$ cat src/rtl/seq_shift_add_multiplier.sv
`default_nettype none
// ============================================================================
//  Module   : seq_shift_add_multiplier
//  Purpose  : Iterative shift-add multiplier, WIDTH x WIDTH -> 2*WIDTH, with
//             optional two's-complement mode and valid/ready handshakes on
//             both the operand and product sides. One partial product is
//             accumulated per cycle; latency is fixed at WIDTH+1 cycles.
//  Revision : 1.0  initial release
// ============================================================================
module seq_shift_add_multiplier #(
  parameter int WIDTH     = 4,
  parameter bit SIGNED_EN = 1'b1
) (
  input  logic               clk,
  input  logic               rst,
  input  logic               in_valid,
  output logic               in_ready,
  input  logic               in_signed,
  input  logic [WIDTH-1:0]   in_m,
  input  logic [WIDTH-1:0]   in_q,
  output logic               out_valid,
  input  logic               out_ready,
  output logic [2*WIDTH-1:0] out_p,
  output logic               busy
);

  localparam int            CW       = $clog2(WIDTH);
  localparam logic [CW-1:0] CNT_LAST = CW'(WIDTH - 1);

  typedef enum logic [1:0] {
    IDLE = 2'd0,
    BUSY = 2'd1,
    DONE = 2'd2
  } state_t;

  state_t               state_q, state_d;
  logic [2*WIDTH-1:0]   m_q, m_d;
  logic [WIDTH-1:0]     q_q, q_d;
  logic [2*WIDTH-1:0]   acc_q, acc_d;
  logic [2*WIDTH-1:0]   p_q, p_d;
  logic [CW-1:0]        cnt_q, cnt_d;
  logic                 neg_q, neg_d;

  logic                 signed_mode;
  logic [WIDTH-1:0]     m_mag;
  logic [WIDTH-1:0]     q_mag;
  logic                 any_zero;
  logic [2*WIDTH-1:0]   acc_sum;

  // Operand conditioning: magnitudes and zero detection for the accept edge,
  // plus the partial-product sum for the current iteration.
  always_comb begin
    signed_mode = SIGNED_EN & in_signed;
    // -2^(WIDTH-1) negates to itself, which reads correctly as an unsigned magnitude
    m_mag       = (signed_mode && in_m[WIDTH-1]) ? (-in_m) : in_m;
    q_mag       = (signed_mode && in_q[WIDTH-1]) ? (-in_q) : in_q;
    any_zero    = (in_m == '0) || (in_q == '0);
    acc_sum     = q_q[0] ? (acc_q + m_q) : acc_q;
  end

  // Next-state and datapath update for the IDLE/BUSY/DONE sequencer.
  always_comb begin
    state_d = state_q;
    m_d     = m_q;
    q_d     = q_q;
    acc_d   = acc_q;
    cnt_d   = cnt_q;
    neg_d   = neg_q;
    p_d     = p_q;
    case (state_q)
      IDLE: begin
        if (in_valid) begin
          state_d = BUSY;
          m_d     = {{WIDTH{1'b0}}, m_mag};
          q_d     = q_mag;
          acc_d   = '0;
          cnt_d   = '0;
          // a zero operand never produces a negated result
          neg_d   = signed_mode & (in_m[WIDTH-1] ^ in_q[WIDTH-1]) & ~any_zero;
        end
      end
      BUSY: begin
        acc_d = acc_sum;
        m_d   = m_q << 1;
        q_d   = q_q >> 1;
        cnt_d = cnt_q + CW'(1);
        if (cnt_q == CNT_LAST) begin
          state_d = DONE;
          p_d     = neg_q ? (-acc_sum) : acc_sum;
        end
      end
      DONE: begin
        if (out_ready) begin
          state_d = IDLE;
        end
      end
      default: begin
        state_d = IDLE;
      end
    endcase
  end

  // State and datapath registers; reset aborts any operation in flight.
  always_ff @(posedge clk or posedge rst) begin
    if (rst) begin
      state_q <= IDLE;
      m_q     <= '0;
      q_q     <= '0;
      acc_q   <= '0;
      p_q     <= '0;
      cnt_q   <= '0;
      neg_q   <= 1'b0;
    end else begin
      state_q <= state_d;
      m_q     <= m_d;
      q_q     <= q_d;
      acc_q   <= acc_d;
      p_q     <= p_d;
      cnt_q   <= cnt_d;
      neg_q   <= neg_d;
    end
  end

  assign in_ready  = (state_q == IDLE);
  assign out_valid = (state_q == DONE);
  assign busy      = (state_q != IDLE);
  assign out_p     = p_q;

endmodule
`default_nettype wire

$ cat config.mk
export PLATFORM = sky130hd
export DESIGN_NAME = seq_shift_add_multiplier
export DESIGN_NICKNAME = d
export VERILOG_FILES = /design/src/rtl/seq_shift_add_multiplier.sv
export SDC_FILE = /design/constraint.sdc
export NUM_CORES = 1
export LEC_CHECK = 0
export ABC_AREA = 1
export BUFFER_PORTS_ARGS = -buffer_cell sky130_fd_sc_hd__buf_2
export CORE_ASPECT_RATIO = 1.1
export CORE_UTILIZATION = 53
export CTS_CLUSTER_SIZE = 30
export DETAILED_ROUTE_END_ITERATION = 10
export GPL_ROUTABILITY_DRIVEN = 0
export PLACE_DENSITY = 0.75
export SYNTH_ARGS = -nofsm -noshare
export SYNTH_HDL_FRONTEND = slang
export SYNTH_SLANG_ARGS = --single-unit
$ cat constraint.sdc
create_clock -name clk -period 5.9 [get_ports clk]
set_input_delay 0.59 -clock clk [delete_from_list [all_inputs] [get_ports clk]]
set_output_delay 0.59 -clock clk [all_outputs]
set_load 0.05 [all_outputs]
---- Word level (Yosys, flattened, before mapping) ----
Index checks and enable logic that the tools add are counted.
word-level totals
  output and inout port bits .............. 11
  input bits .............................. 13
  word-level logic and storage cells ...... 50
  register bits after elaboration ......... 33
operators by class
  bitwise gates (word level) .............. 4
  $add $sub $neg .......................... 5
  eq/ne operators ......................... 6
  reduce and logical (&&, ||, !) cells .... 12
  muxes and demuxes ....................... 16
operators by type and width
  kind                 number
  $mux 8               4
  $pmux 8 s2           2
  $mux 4               3
  $add 8x8->8          1
  $logic_not 4->1      2
  $mux 2               4
  $neg 4->4            2
  $neg 8->8            1
  $pmux 4 s2           1
  $pmux 2 s3           1
  $reduce_and 2->1     3
  $eq 2x2->1 const B   2
  $ne 2x2->1 const B   2
  $pmux 2 s2           1
  $reduce_bool 2->1    2
  $reduce_and 3->1     1
  $add 2x1->2 const B  1
  $and 1x1->1          2
  $eq 2x1->1 const B   1
  $logic_and 1x1->1    2
  $logic_not 2->1      1
  $ne 2x1->1 const B   1
  $logic_or 1x1->1     1
  $not 1->1            1
  $xor 1x1->1          1

---- Longest topological paths before layout ----
  depth in word-level cells ............... 4
  depth in mapped cells ................... 14
  depth with buffers taken out ............ 14

---- Worst setup path before layout ----
OpenSTA, ideal clock, no wires.
  path type ............................... reg2out
  from .................................... register state_q[1]
  to ...................................... output port busy
  cell stages (with the launch flop) ...... 3
  arrival time ............................ 1600 ps
  path buffers ............................ 0
  path slack .............................. 3710 ps
  required time ........................... 5310 ps
  cells stage by stage .................... dfrtp_1 > nor2_1 > inv_1
on the way
  word-level cells in the longest chain between the ends .. 1
RTL lines
  what                    RTL line  source
  from (decl)             36        state_t state_q, state_d;
  from (signal assigned)  114       state_q <= state_d;
  $reduce_bool 2->1       126       assign busy = (state_q != IDLE);
  to (decl)               24        output logic busy
No other way between the ends.

---- Final worst setup path ----
  from .................................... register m_q[0]
  to ...................................... register p_q[7] (netlist: out_p[7])
on the way
  word-level cells in the longest chain between the ends .. 4
RTL lines
  what                    RTL line  source
  from (decl)             37        logic [2*WIDTH-1:0] m_q, m_d;
  from (signal assigned)  115       m_q <= m_d;
  $add 8x8->8 *           58        acc_sum = q_q[0] ? (acc_q + m_q) : acc_q;
  $mux 8 *                58
  $neg 8->8               89        p_d = neg_q ? (-acc_sum) : acc_sum;
  $mux 8 *                89
  to (signal assigned)    118       p_q <= p_d;
  to (decl)               40        logic [2*WIDTH-1:0] p_q, p_d;
Mark *: on every way between the ends. The rest lies on a longest branch, timed or not.
A chain may end at the register's enable or synchronous reset.

==> results.sh <==
export IMPL_synth_distinct_cells=34
export IMPL_cts_buffer_depth=2
export IMPL_dp_hpwl_microns=3160
export IMPL_drive_gt1_share_pct=15.5
export IMPL_netlist_instances=264
export IMPL_arrival_ns=2.33
export IMPL_endpoint="out_p[7]$_DFFE_PP0P_"
export IMPL_utilization_pct=63.0
export IMPL_track_usage_pct=23.8
export IMPL_end_kind="flop"
export IMPL_critPathKind="flop to flop"
export IMPL_ios=24
export IMPL_die_area_sq_um=4110
export IMPL_slowest_stage="fa_1"
export IMPL_mostFrequentLayoutCells="nand2_1, inv_1, dfrtp_1"
export IMPL_path_clk_slew_ns=0.07
export IMPL_fin_nets=315
export IMPL_finalWirelength_microns=4150
export IMPL_synthTopCellsByArea="dfrtp_1, nand2_1, inv_1"
export IMPL_finalHoldViolations=0
export IMPL_crit_chain="ha_1, fa_1, inv_1, nand2_1, nand3_1, nand2_1, nor2_2, nand3_1, nor2_2, nand3_2, nand2_1, nand2_1, nand3_1, nand2_1"
export IMPL_ys_ff_latch=33
export IMPL_wl_per_cell_microns=12.2
export IMPL_n_fill_cell=320
export IMPL_r2r_start="m_q[0]$_DFFE_PP0P_"
export IMPL_crit_top_cell="nand2_1"
export IMPL_antenna_found_initial=0
export IMPL_h_tree_depth=2
export IMPL_finalSetupViolCount=0
export IMPL_grt_pass1_vias=1582
export IMPL_drv_slew=0
export IMPL_fp_row_count=23
export IMPL_cts_tree="done"
export IMPL_syn_cell_area_sq_um=2040
export IMPL_synth_ff_type="dfrtp_1"
export IMPL_crit_required_ns=6.08
export IMPL_drtIter0Drc=100
export IMPL_syn_nets=289
export IMPL_cp_max_fo=4
export IMPL_critPathLaunch="m_q[0]$_DFFE_PP0P_"
export IMPL_multi_input_area_sq_um=1000
export IMPL_max_stage_delay_ns=0.43
export IMPL_fin_crit_ns=2.14
export IMPL_async_reset_ff_share_pct=100
export IMPL_die_h_microns=67.1
export IMPL_area_delta_synth_final_pct=12.7
export IMPL_grt_first_pass_wirelength_microns=7100
export IMPL_r2r_cells=14
export IMPL_insertion_delay_ns=0.29
export IMPL_post_route_period_util_pct=36.3
export IMPL_grt_max_degree=34
export IMPL_cap_violations=0
export IMPL_ys_seq_area_share_pct=40.4
export IMPL_regArea_sq_um=826
export IMPL_root_buffer="clkbuf_8"
export IMPL_synth_warning_count=0
export IMPL_skew_ns=0.00668
export IMPL_io_buffers=23
export IMPL_synth_top_area_share_pct=40.4
export IMPL_gr_total_overflow=0
export IMPL_ant_nets=0
export IMPL_start_util_pct=55.9
export IMPL_firstDrtPassIters=4
export IMPL_synth_edf_count=0
export IMPL_status="finished clean"
export IMPL_slew_headroom_pct=58.9
export IMPL_diodes=0
export IMPL_yosys_area_top_type="dfrtp_1"
export IMPL_drc=0
export IMPL_hp_class="primary input to async pin"
export IMPL_ir_drop_mv=0.303
export IMPL_layout_commonest_cell="nand2_1"
export IMPL_post_cts_repair_setup_buffers=0
export IMPL_fmax_mhz=467
export IMPL_coreArea_sq_um=3650
export IMPL_leakage_nw=1.22
export IMPL_worst_slew_pin_slew_ns=0.616
export IMPL_holdBufCountCts=0
export IMPL_rsz0062_at_grt="no"
export IMPL_holdWs_ns=0.376
export IMPL_post_cts_resized=0
export IMPL_cts_buffers=5
export IMPL_syn_avg_cell_area_sq_um=7.73
export IMPL_numClockSinks=33
export IMPL_powerDensity_nw_per_um2=633
export IMPL_dr_total_vias=1772
export IMPL_rr_endpoint="out_p[7]$_DFFE_PP0P_"
export IMPL_vias_per_cell=5.20
export IMPL_startpoint_type="flop"
export IMPL_tns_ns=0
export IMPL_regToRegSetupSlack_ns=3.76
export IMPL_die_x_microns=61.2
-- worst max-delay path, delay by kind of cell, from the launching register on --
kind	cells	cell delay [ns]
adders and majority gates	2	0.67
buffers and inverters	1	0.08
DFF	1	0.39
and+or+nand+nor	11	0.90
-- cell type report --
class	count	share of cell area, %
Sequential cell	33	35.9
Multi-Input combinational cell	181	43.4
Tap cell	50	2.72
Clock inverter	1	1.31
Timing Repair Buffer	24	5.33
Inverter	45	7.56
Clock buffer	7	3.75
-- cells in the mapped netlist (2+ instances only) --
master,count
inv_2,3
xnor2_1,2
a22oi_1,3
o21ai_2,2
inv_1,41
dfrtp_1,33
nor2_2,3
nand3_1,18
nand2_1,73
xor2_1,2
a31oi_1,2
nand3b_1,2
nor2_4,2
nor2_1,9
ha_1,11
a21oi_1,6
o31ai_1,2
nor3_1,3
o22ai_1,8
nand4_1,3
o21ai_0,21
buf_6,3
-- registers in the layout, summed over array words and instances (netlist names) --
register,cells
acc_q,8
m_q,8
out_p,8
q_q,4
cnt_q,2
state_q,2
neg_q,1
-- how the worst min path moves through the flow --
| stage | end | cells after the start | startpoint |
|---|---|---|---|
| after CTS | cnt_q[1]$_DFFE_PP0P_ | 3 | rst |
| final | m_q[1]$_DFFE_PP0P_ | 3 | rst |
| after detailed placement | out_p[5]$_DFFE_PP0P_ | 2 | out_p[5]$_DFFE_PP0P_ |
| after floorplan | q_q[3]$_DFFE_PP0P_ | 2 | q_q[3]$_DFFE_PP0P_ |
| after global routing | cnt_q[0]$_DFFE_PP0P_ | 3 | rst |
| after global placement | out_p[7]$_DFFE_PP0P_ | 2 | out_p[7]$_DFFE_PP0P_ |
-- stage by stage --
step / setup slack [ns] / area [sq um] / total power [mW] / instances
2_1_floorplan: 3.71 / 2040 / 1.08 / 264
3_3_place_gp: 3.81 / 2180 / 1.22 / 333
3_5_place_dp: 3.76 / 2180 / 1.24 / 333
4_1_cts: 3.76 / 2300 / 1.46 / 341
5_1_grt: 3.59 / 2300 / 1.60 / 341
6_report: 3.76 / 2300 / 1.46 / 341
-- layer usage --
| layer | GRT usage, % | vias up | wire length (microns) | share of wire, % |
|---|---|---|---|---|
| met2 | 37.2 | 38 | 2040 | 49 |
| met1 | 31.7 | 814 | 1900 | 46 |
| met4 | 7.67 | 0 | 57 | 1.4 |
| met5 | 0 | - | 0 | 0 |
| met3 | 6.21 | 6 | 152 | 3.7 |
| li1 | - | 914 | - | - |
-- logic make-up after synthesis --
group                    Yosys count  share of synthesized area [%]
flip-flops                        33                           40.4
AO/OA/AOI/OAI                     49                           14.5
adder cells (fa/ha/maj)           12                           7.72
XOR/XNOR                           4                           1.72
buffers and inverters             50                           10.6
AND/OR/NAND/NOR                  116                           25.0
-- report_power, final --
part           internal, mW  switching, mW  total, mW
Sequential            0.325         0.0855      0.411
Clock                 0.138         0.0850      0.223
Combinational         0.265          0.558      0.823
Power figures use the tool's default switching activity.
